File: src/rtl/rr_decode_arbiter.sv
// Round-robin arbiter/sequencer driving an 8-way active-low select decoder.
// One owner at a time, a mandatory all-high GAP cycle between owners,
// and an optional hold timeout bounding each ownership.
module rr_decode_arbiter #(
  parameter int MAX_HOLD = 16,
  parameter int HOLD_W   = 5
) (
  input  logic       clk,
  input  logic       rst,
  input  logic [7:0] req,
  input  logic       rel,
  output logic [7:0] grant_n,
  output logic [2:0] sel,
  output logic       sel_vld,
  output logic       timeout
);

  typedef enum logic [1:0] {IDLE, GRANT, GAP} state_e;

  // Hold counter value on the last permitted grant cycle.
  localparam logic [HOLD_W-1:0] LIMIT = HOLD_W'((MAX_HOLD > 0) ? MAX_HOLD - 1 : 0);

  state_e            state_q;
  logic [2:0]        ptr_q;
  logic [HOLD_W-1:0] hold_q;
  logic [7:0]        grant_n_q;
  logic [2:0]        sel_q;
  logic              sel_vld_q;
  logic              timeout_q;

  logic [2:0]        win;
  logic              hit_limit;
  logic              end_grant;

  assign grant_n = grant_n_q;
  assign sel     = sel_q;
  assign sel_vld = sel_vld_q;
  assign timeout = timeout_q;

  // First requester at or after ptr, wrapping 7 -> 0.
  always_comb begin
    logic       found;
    logic [2:0] idx;
    win   = ptr_q;
    found = 1'b0;
    idx   = '0;
    for (int k = 0; k < 8; k++) begin
      idx = ptr_q + 3'(k);
      if (!found && req[idx]) begin
        win   = idx;
        found = 1'b1;
      end
    end
  end

  assign hit_limit = (MAX_HOLD != 0) && (hold_q == LIMIT);
  assign end_grant = rel | ~req[sel_q] | hit_limit;

  // Arbitration FSM with registered decoder outputs.
  always_ff @(posedge clk) begin
    if (rst) begin
      state_q   <= IDLE;
      ptr_q     <= '0;
      hold_q    <= '0;
      grant_n_q <= 8'hFF;
      sel_q     <= '0;
      sel_vld_q <= 1'b0;
      timeout_q <= 1'b0;
    end else begin
      timeout_q <= 1'b0;
      case (state_q)
        IDLE, GAP: begin
          if (|req) begin
            state_q   <= GRANT;
            sel_q     <= win;
            grant_n_q <= ~(8'h01 << win);
            sel_vld_q <= 1'b1;
            hold_q    <= '0;
          end else begin
            state_q <= IDLE;
          end
        end
        GRANT: begin
          if (end_grant) begin
            state_q   <= GAP;
            grant_n_q <= 8'hFF;
            sel_vld_q <= 1'b0;
            ptr_q     <= sel_q + 3'd1;
            // Only a pure limit hit counts as a timeout; rel or a drop wins.
            timeout_q <= hit_limit & ~rel & req[sel_q];
          end else if (hold_q != '1) begin
            hold_q <= hold_q + 1'b1;
          end
        end
        default: state_q <= IDLE;
      endcase
    end
  end

endmodule
File: config.mk
export PLATFORM = sky130hd
export DESIGN_NAME = rr_decode_arbiter
export DESIGN_NICKNAME = d
export VERILOG_FILES = /design/src/rtl/rr_decode_arbiter.sv
export SDC_FILE = /design/constraint.sdc
export NUM_CORES = 1
export LEC_CHECK = 0
export BUFFER_PORTS_ARGS = -buffer_cell sky130_fd_sc_hd__buf_2
export CAP_MARGIN = 20
export CORE_UTILIZATION = 29
export CTS_CLUSTER_SIZE = 8
export DETAILED_ROUTE_END_ITERATION = 12
export GPL_ROUTABILITY_DRIVEN = 1
export RECOVER_POWER = 25
export SYNTH_ARGS = -nofsm -noshare
export SYNTH_HDL_FRONTEND = slang
export SYNTH_SLANG_ARGS = --single-unit
File: constraint.sdc
create_clock -name clk -period 4.05 [get_ports clk]
set_input_delay 0 -clock clk [delete_from_list [all_inputs] [get_ports clk]]
set_output_delay 0 -clock clk [all_outputs]
set_load 0.01 [all_outputs]
# Word level (Yosys, flattened, before mapping)
# Index checks and enable logic that the tools add are counted.
# classes
n_addsub	9
mul	0
div	0
magnitude_cmp	9
n_eq_ne	8
shift	1
mux	45
n_bitwise	9
n_reduce_logical	23
# op_table
cell	n
$lt A3 B4 Y1 const B	9
$bmux W1 S3	9
$mux W3	7
$mux W1	19
$mux W8	2
$pmux W8 S2	1
$mux W5	3
$add A3 B3 Y3 const B	4
$pmux W5 S2	1
$ne A2 B2 Y1 const B	4
$not A8 Y8	1
$reduce_or A8 Y1	1
$shl A1 B3 Y8 const A	1
$logic_and A1 B1 Y1	7
$logic_not A1 Y1	7
$add A3 B1 Y3 const B	2
$add A3 B2 Y3 const B	2
$add A5 B1 Y5 const B	1
$eq A5 B4 Y1 const B	1
$ne A5 B5 Y1 const B	1
$not A1 Y1	4
$pmux W2 S2	1
$reduce_and A2 Y1	2
$reduce_and A4 Y1	1
11 further kinds	13
# totals
ff_bits	23
latchBits	0
mem_bits_rw	0
mem_bits_ro	0
input_bits	11
out_inout_bits	13
word_cells	111
mem_count	0

# Depth between registers and ports, before layout
# Gate-level depths: netlist (run 1).
# logic_depth
word_depth	28
ltp_mapped	12
ltp_nobuf	10

# Worst setup path before layout (run 1)
# OpenSTA, ideal clock, no wires.
# synth_timing
path_kind	flip-flop to flip-flop
from	reg ptr_q[0]
to	reg grant_n_q[6], in the netlist grant_n[6]
setup_ns	0.122
t_arrival_ns	3.012
required_ns	3.928
slack_ns	0.917
stages_incl_launch_ff	13
path_buffers	2
synth_period_minus_slack_ns	3.133
path_cell_list	dfxtp_1 buf_6 inv_1 ha_1 buf_6 mux2i_1 mux4_2 a22o_4 a31o_1 a211oi_2 o32ai_1 nand2b_4 o32a_1
# synth_via
elab_chain_len	28
elab_cells_between_ends	55
cone_classes	7 x add/sub; 1 x shift; 32 x mux; 1 x bitwise; 14 x reduce/logical
# synth_rtl
element	line	source
from (decl)	24	logic [2:0] ptr_q;
from (signal assigned)	88	ptr_q <= sel_q + 3'd1;
parallel branches: the longest is 23 deep, another holds $add A3 B1 Y3	-	
$mux W3 (*)	49	if (!found && req[idx]) begin
$shl A1 B3 Y8 (*)	76	grant_n_q <= ~(8'h01 << win);
$not A8 Y8 (*)	76	
$mux W8 (*)	73	if (|req) begin
$pmux W8 S2 (*)	71	case (state_q)
to (signal assigned)	76	
to (decl)	26	logic [7:0] grant_n_q;
# Mark *: on every way between the ends. The select of a mux whose other input is x is not followed.
# A chain may end at the register's enable or synchronous reset.

# Final worst setup path (run 1)
# layout_timing
from	reg ptr_q[1]
to	reg grant_n_q[6], in the netlist grant_n[6]
# Same word-level chain as after synthesis.

==> impl_metrics.py, run 1 <==
metrics = {
    "global_routing": {
        "grt_max_degree": 17,
        "via_count_of_the_first_global_routing_pass": 1406,
        "antenna_violations_before_repair": 0,
        "global_route_usage_sum_pct": 13.5,
        "grt_remaining_overflow": 0,
        "grt_pass1_wl_um": 6840,
    },
    "cts": {
        "clock_tree.buffer_depth": 2,
        "clk_slew_on_worst_s_h_paths_ns": 0.08,
        "post_cts.repair.setup_buffers": 0,
        "clock-sinks": 23,
        "clk-insertion-delay-late_ns": 0.26,
        "cts-hold-fix-buffers": 0,
        "clock_tree.root_cell": "sky130_fd_sc_hd__clkbuf_8",
        "cts_resized": 0,
        "cts_made_buffers": 3,
        "h-tree-depth": 1,
        "clock_tree_from_tritoncts": "yes",
    },
    "worst_setup_path": {
        "crit_path_cell_trace": "buf_4, inv_1, ha_1, mux2i_1, mux4_2, a22o_4, a31o_1, a211oi_2, o32ai_1, nand2b_4, o32a_1",
        "critical_path_class": "flip-flop to flip-flop",
        "crit_path_max_fanout": 12,
        "critical_path.slowest_cell": "sky130_fd_sc_hd__mux4_2",
        "cp.required_ns": 4.20,
        "cpLargestDelayFamily": "compound AO/OA/AOI/OAI gates",
        "timing.reg2reg.setup_slack_ns": 0.69,
        "critical_path.endpoint_type": "flip-flop",
        "r2r-start": "ptr_q[1]",
        "worst_r2r_endpoint": "grant_n[6]",
        "cp_slowest_stage_delay_ns": 0.55,
        "start_kind": "flip-flop",
        "timing.reg2reg.worst_path_depth": 11,
        "timing.critical_path.buf_inv": 2,
        "worst-endpoint-arrival_ns": 3.51,
    },
    "routing": {
        "totalWireLength_um": 4010,
        "drtIter0Drc": 114,
        "final_antenna_net_count": 0,
        "drt_pass1_iterations": 4,
        "drt-wirelength-per-cell_um": 14.0,
        "via_count": 1521,
        "vias_per_cell": 5.32,
        "remaining_drc_errors": 0,
    },
    "placed_design": {
        "place.detailed.hpwl_um": 3120,
        "place_ws_ns": 0.741,
        "portBuffers": 23,
        "placed_cells": 282,
        "routabilityCongestion": 0.877,
    },
    "hold_path": {
        "min_delay_endpoint": "timeout",
        "worst_hold_path_type": "primary input to flip-flop",
        "hold_path.startpoint": "rel",
        "hold_depth": 4,
    },
    "sta": {
        "rsz_0062_raised_after_global_routing": "false",
        "clock.fmax_mhz": 297,
        "maxSlewViolCount": 0,
        "timing.final.crit_period_ns": 3.36,
        "final.setup.tns_ns": 0,
        "worst_clock_skew_ns": 0.00515,
        "setup-violations-final": 0,
        "ratio_of_final_minimum_period_to_clock_period_pct": 83.1,
        "timing.final.hold_violations": 0,
        "finalHoldWorstSlack_ns": 0.00775,
        "tightest_slew_ns": 0.619,
        "postLayoutSetupSlackWorst_ns": 0.686,
        "slew-limit-headroom_pct": 58.7,
    },
    "synth": {
        "synth_fp_nets": 204,
        "synth_cell_type_count": 55,
        "synthesis.yosys.warnings": 0,
        "dominantRegCellSynth": "sky130_fd_sc_hd__dfxtp_1",
        "synth.largest_area_cell": "sky130_fd_sc_hd__dfxtp_1",
        "count_of_flip_flops_with_a_built_in_enable_after_synthesis": 0,
        "fraction_of_registers_with_async_set_or_reset_after_synthesis_pct": 0,
        "synth.cell_area_sq_um": 1770,
        "cell_types_with_the_largest_area_share_after_synthesis": "sky130_fd_sc_hd__dfxtp_1 26%, sky130_fd_sc_hd__mux4_2 13%, sky130_fd_sc_hd__mux2i_1 5.7%",
        "ys_seq_area_share_pct": 26.0,
        "ys_ff_latch": 23,
        "synth_top_area_share_pct": 26.0,
        "avgSynthCellArea_sq_um": 9.47,
        "postSynthCellCount": 187,
    },
    "flow_run": {
        "max_cap_viol_count": 0,
    },
    "power": {
        "vdd_drop_max_v": 0.000224,
        "power.switching_fraction_pct": 41.0,
        "internal-power_w": 0.000562,
        "clock_power_share_pct": 14.7,
        "cellLeakagePower_nw": 0.766,
        "power.combinational.fraction_pct": 54.5,
        "total_power_w": 0.000951,
        "power.density_cell_area_nw_per_um2": 480,
        "net-switching-power_w": 0.000390,
        "seq_power_share_pct": 30.8,
    },
    "layout": {
        "mostFrequentLayoutCells": "23 x sky130_fd_sc_hd__dfxtp_1, 20 x sky130_fd_sc_hd__nor2_1, 20 x sky130_fd_sc_hd__nand2_1, 14 x sky130_fd_sc_hd__buf_2, 12 x sky130_fd_sc_hd__inv_1",
        "drive_above_1_share_pct": 23.2,
        "insertedDiodeCount": 0,
        "stdcell_count": 286,
        "area_growth_pct": 12.0,
        "final_common_cell": "sky130_fd_sc_hd__dfxtp_1",
        "num-nets-final": 229,
    },
    "die": {
        "die-area_sq_um": 6420,
        "core_region_area_sq_um": 5920,
        "floorplan.io_pins": 24,
        "placement_rows": 28,
        "start_util_pct": 29.9,
        "dieHeight_um": 80.1,
        "dieWidth_um": 80.1,
    },
    "status": {
        "outcome": "finished clean",
    },
}
## power by group through the flow
stage | logic, W | registers, W | clock network [W]
final | 0.000518 | 0.000294 | 0.000140
after global routing | 0.000573 | 0.000301 | 0.000154
after CTS | 0.000521 | 0.000295 | 0.000147
after detailed placement | 0.000518 | 0.000300 | 0
after global placement | 0.000518 | 0.000300 | 0
after floorplan | 0.000407 | 0.000302 | 0
## per-layer routing
metal | up-vias | GRT usage (%) | part of all wire (%)
li1 | 750 | - | -
met1 | 707 | 18.6 | 47
met2 | 51 | 20.7 | 46
met3 | 13 | 2.73 | 5.3
met4 | 0 | 5.00 | 2.1
met5 | - | 0 | 0
## cell usage after synthesis (2+ instances only)
cell type,instances
sky130_fd_sc_hd__a211oi_1,4
sky130_fd_sc_hd__a21oi_1,5
sky130_fd_sc_hd__nor2b_1,2
sky130_fd_sc_hd__mux2i_1,10
sky130_fd_sc_hd__ha_1,6
sky130_fd_sc_hd__nand2_1,20
sky130_fd_sc_hd__inv_1,12
sky130_fd_sc_hd__nor4_1,2
sky130_fd_sc_hd__o32ai_1,2
sky130_fd_sc_hd__nor3_1,5
sky130_fd_sc_hd__a31oi_1,4
sky130_fd_sc_hd__o21ai_0,2
sky130_fd_sc_hd__nor2_2,2
sky130_fd_sc_hd__a31o_1,2
sky130_fd_sc_hd__buf_6,2
sky130_fd_sc_hd__o22a_1,6
sky130_fd_sc_hd__xor2_1,4
sky130_fd_sc_hd__mux2_2,4
sky130_fd_sc_hd__o32a_1,3
sky130_fd_sc_hd__and3_1,2
sky130_fd_sc_hd__dfxtp_1,23
sky130_fd_sc_hd__mux4_2,10
sky130_fd_sc_hd__nor2_1,20
sky130_fd_sc_hd__nand2b_1,4
## area by class of cell
| class | instances | area (sq um) |
|---|---|---|
| clock buffers | 4 | 45.0 |
| fillers | 614 | 3940 |
| inverters | 12 | 45.0 |
| multi-input cells | 147 | 1220 |
| flip-flops and latches | 23 | 460 |
| well taps | 75 | 93.8 |
| repair buffers | 25 | 119 |
## worst register-to-register path: cells and delay by family (launching register included)
family	cells	cell delay, ns
multiplexers	2	0.75
buffers and inverters	2	0.29
AO/OA/AOI/OAI	5	1.20
adder cells (fa/ha/maj)	1	0.53
flip-flops	1	0.31
AND/OR/NAND/NOR	1	0.18
## worst max-delay path by stage
| stage | start | endpoint | slack [ns] | depth (start not counted) |
|---|---|---|---|---|
| global placement | ptr_q[1] | grant_n[6] | 0.79 | 11 |
| floorplan | ptr_q[0] | grant_n[6] | 0.92 | 12 |
| finish | ptr_q[1] | grant_n[6] | 0.69 | 11 |
| detailed placement | ptr_q[1] | grant_n[6] | 0.74 | 11 |
| CTS | ptr_q[1] | grant_n[6] | 0.69 | 11 |
| global route | ptr_q[1] | grant_n[4] | 0.50 | 11 |
## through the flow
step,area [sq um],utilization (%)
finish,1980,33.5
global route,1980,33.5
CTS,1990,33.7
detailed placement,1950,32.9
global placement,1950,32.9
floorplan,1770,-
## kinds of logic after synthesis
family | share of synthesized area, %
AND/OR/NAND/NOR | 17.7
AO/OA/AOI/OAI | 20.9
multiplexers | 21.8
flip-flops | 26.0
buffers and inverters | 5.09
XOR/XNOR | 4.31
adder cells (fa/ha/maj) | 4.24
## sequential cells by signal, summed over array words and instances, names as in the netlist
register / cells
grant_n: 8
hold_q: 5
ptr_q: 3
sel: 3
sel_vld: 1
state_q: 2
timeout: 1
No activity file was read; power rests on OpenSTA's default activity.
==> run 2: changes to the inputs <==
==> constraint.sdc (replaced) <==
create_clock -name clk -period 3.05 [get_ports clk]
set_input_delay 0 -clock clk [delete_from_list [all_inputs] [get_ports clk]]
set_output_delay 0 -clock clk [all_outputs]
set_load 0.01 [all_outputs]
==> impl_metrics.py, run 2 (synthesized netlist as in run 1, its figures left out) <==
metrics = {
    "status": {
        "outcome": "finished clean",
    },
    "hold_path": {
        "min_delay_endpoint": "hold_q[0]",
        "hold_depth": 2,
        "worst_hold_path_type": "primary input to flip-flop",
        "hold_path.startpoint": "rst",
    },
    "die": {
        "floorplan.io_pins": 24,
        "placement_rows": 28,
        "start_util_pct": 29.9,
        "dieWidth_um": 80.1,
        "core_region_area_sq_um": 5920,
        "dieHeight_um": 80.1,
        "die-area_sq_um": 6420,
    },
    "routing": {
        "drt-wirelength-per-cell_um": 13.8,
        "via_count": 1502,
        "remaining_drc_errors": 0,
        "totalWireLength_um": 4050,
        "drtIter0Drc": 44,
        "vias_per_cell": 5.11,
        "final_antenna_net_count": 0,
        "drt_pass1_iterations": 4,
    },
    "worst_setup_path": {
        "cpLargestDelayFamily": "compound AO/OA/AOI/OAI gates",
        "r2r-start": "ptr_q[1]",
        "timing.reg2reg.worst_path_depth": 10,
        "worst_r2r_endpoint": "grant_n[6]",
        "timing.reg2reg.setup_slack_ns": 0.15,
        "crit_path_max_fanout": 7,
        "crit_path_cell_trace": "inv_1, ha_4, mux2i_1, mux4_2, a22o_4, a31o_1, a211oi_2, o32ai_2, nand2b_4, o32a_1",
        "worst-endpoint-arrival_ns": 3.05,
        "startpoint": "ptr_q[1]",
        "critical_path_class": "flip-flop to flip-flop",
        "critical_path.slowest_cell": "sky130_fd_sc_hd__mux4_2",
        "cp.required_ns": 3.20,
        "start_kind": "flip-flop",
        "critical_path.endpoint_type": "flip-flop",
        "timing.critical_path.buf_inv": 1,
        "cp_slowest_stage_delay_ns": 0.56,
    },
    "global_routing": {
        "grt_max_degree": 17,
        "global_route_usage_sum_pct": 13.8,
        "via_count_of_the_first_global_routing_pass": 1454,
        "grt_remaining_overflow": 0,
        "antenna_violations_before_repair": 0,
        "grt_pass1_wl_um": 6980,
    },
    "cts": {
        "clock_tree.buffer_depth": 2,
        "h-tree-depth": 1,
        "cts_made_buffers": 3,
        "clock-sinks": 23,
        "clk-insertion-delay-late_ns": 0.26,
        "clock_tree_from_tritoncts": "yes",
        "clk_slew_on_worst_s_h_paths_ns": 0.08,
        "clock_tree.root_cell": "sky130_fd_sc_hd__clkbuf_8",
    },
    "power": {
        "net-switching-power_w": 0.000528,
        "seq_power_share_pct": 29.5,
        "power.switching_fraction_pct": 40.0,
        "clock_power_share_pct": 14.1,
        "power.combinational.fraction_pct": 56.3,
        "power.density_cell_area_nw_per_um2": 635,
        "internal-power_w": 0.000790,
        "vdd_drop_max_v": 0.000227,
        "cellLeakagePower_nw": 0.810,
    },
    "flow_run": {
        "max_cap_viol_count": 0,
    },
    "layout": {
        "insertedDiodeCount": 0,
        "num-nets-final": 237,
        "stdcell_area_sq_um": 2070,
        "stdcell_count": 294,
        "fill_cell_total_of_the_finished_layout": 619,
        "largest_register_ffs": 8,
        "final_common_cell": "sky130_fd_sc_hd__dfxtp_1",
        "drive_above_1_share_pct": 27.9,
        "mostFrequentLayoutCells": "22 x sky130_fd_sc_hd__dfxtp_1, 20 x sky130_fd_sc_hd__nor2_1, 20 x sky130_fd_sc_hd__nand2_1, 14 x sky130_fd_sc_hd__buf_2, 11 x sky130_fd_sc_hd__inv_1",
        "area_growth_pct": 17.2,
    },
    "sta": {
        "setup-violations-final": 0,
        "timing.final.hold_violations": 0,
        "maxSlewViolCount": 0,
        "rsz_0062_raised_after_global_routing": "false",
        "worst_clock_skew_ns": 0.00403,
        "clock.fmax_mhz": 345,
        "finalHoldWorstSlack_ns": 0.0903,
        "timing.final.crit_period_ns": 2.90,
        "slew-limit-headroom_pct": 70.7,
        "tightest_slew_ns": 0.439,
        "ratio_of_final_minimum_period_to_clock_period_pct": 95.1,
        "postLayoutSetupSlackWorst_ns": 0.149,
    },
    "placed_design": {
        "routabilityCongestion": 0.817,
        "place_ws_ns": -0.00348,
        "placed_cells": 288,
        "post_dp_cell_area_sq_um": 2000,
        "place.detailed.hpwl_um": 3240,
        "portBuffers": 23,
    },
}
==> run 2: changes by cell type in the layout (fill, tap and decap cells not counted) <==
| cell | previous run | this run |
|---|---|---|
| sky130_fd_sc_hd__dlygate4sd3_1 | 0 | 1 |
| sky130_fd_sc_hd__ha_4 | 0 | 1 |
| sky130_fd_sc_hd__inv_2 | 0 | 1 |
| sky130_fd_sc_hd__inv_1 | 12 | 11 |
| sky130_fd_sc_hd__dfxtp_2 | 0 | 1 |
| sky130_fd_sc_hd__buf_4 | 2 | 9 |
| sky130_fd_sc_hd__o32ai_2 | 0 | 2 |
| sky130_fd_sc_hd__o32ai_1 | 2 | 0 |
| sky130_fd_sc_hd__ha_1 | 6 | 5 |
| sky130_fd_sc_hd__dfxtp_1 | 23 | 22 |
==> run 2: worst max path at each step <==
stage / endpoint / slack [ns] / cells past startpoint
after floorplan: grant_n[6] / 0.0004 / 12
after global placement: grant_n[6] / 0.07 / 10
after detailed placement: grant_n[2] / -0.003 / 9
after CTS: grant_n[6] / 0.05 / 10
after global routing: grant_n[6] / 0.07 / 10
final: grant_n[6] / 0.15 / 10
==> run 2: power groups by stage <==
stage          registers, W  clock network [W]  logic, W
3_3_place_gp       0.000395                  0  0.000710
6_report           0.000389           0.000186  0.000742
3_5_place_dp       0.000397                  0  0.000717
5_1_grt            0.000396           0.000208  0.000823
2_1_floorplan      0.000402                  0  0.000543
4_1_cts            0.000390           0.000197  0.000726
==> run 2: cell type report <==
type / count / area [sq um] / share of cell area (%)
clock buffers: 4 / 45.0 / 2.17
inverters: 12 / 45.0 / 2.17
flip-flops and latches: 23 / 462 / 22.3
multi-input cells: 147 / 1250 / 60.1
well taps: 75 / 93.8 / 4.52
repair buffers: 33 / 181 / 8.75
==> run 2: metrics by stage <==
| step | TNS (ns) | util [%] | total power, W |
|---|---|---|---|
| floorplan | 0 | - | 0.000945 |
| global placement | 0 | 33.7 | 0.00111 |
| detailed placement | -0.00348 | 33.7 | 0.00111 |
| CTS | 0 | 34.8 | 0.00131 |
| global route | 0 | 35.0 | 0.00143 |
| finish | 0 | 35.0 | 0.00132 |
==> run 2: repair_timing <==
action / in CTS / in global routing
hold buffers: 1 / 0
pin swaps: 0 / 2
hold endpoints to repair: 1 / 0
gates resized for setup: 2 / 2
setup endpoints to repair: 2 / 8
gates cloned: 0 / 0
buffers inserted: 0 / 1
==> run 2: worst register-to-register path: stages (launching register included) <==
cell and delay (ns):
sky130_fd_sc_hd__dfxtp_1 0.33, sky130_fd_sc_hd__inv_1 0.07, sky130_fd_sc_hd__ha_4 0.33, sky130_fd_sc_hd__mux2i_1 0.12, sky130_fd_sc_hd__mux4_2 0.56, sky130_fd_sc_hd__a22o_4 0.28, sky130_fd_sc_hd__a31o_1 0.21, sky130_fd_sc_hd__a211oi_2 0.25
sky130_fd_sc_hd__o32ai_2 0.12, sky130_fd_sc_hd__nand2b_4 0.17, sky130_fd_sc_hd__o32a_1 0.34
==> run 2: routing by layer <==
metal / global-route usage (%) / wire [um]
met1: 18.7 / 2020
met2: 23.4 / 1900
met3: 2.39 / 109
met4: 1.61 / 13
met5: 0 / 0
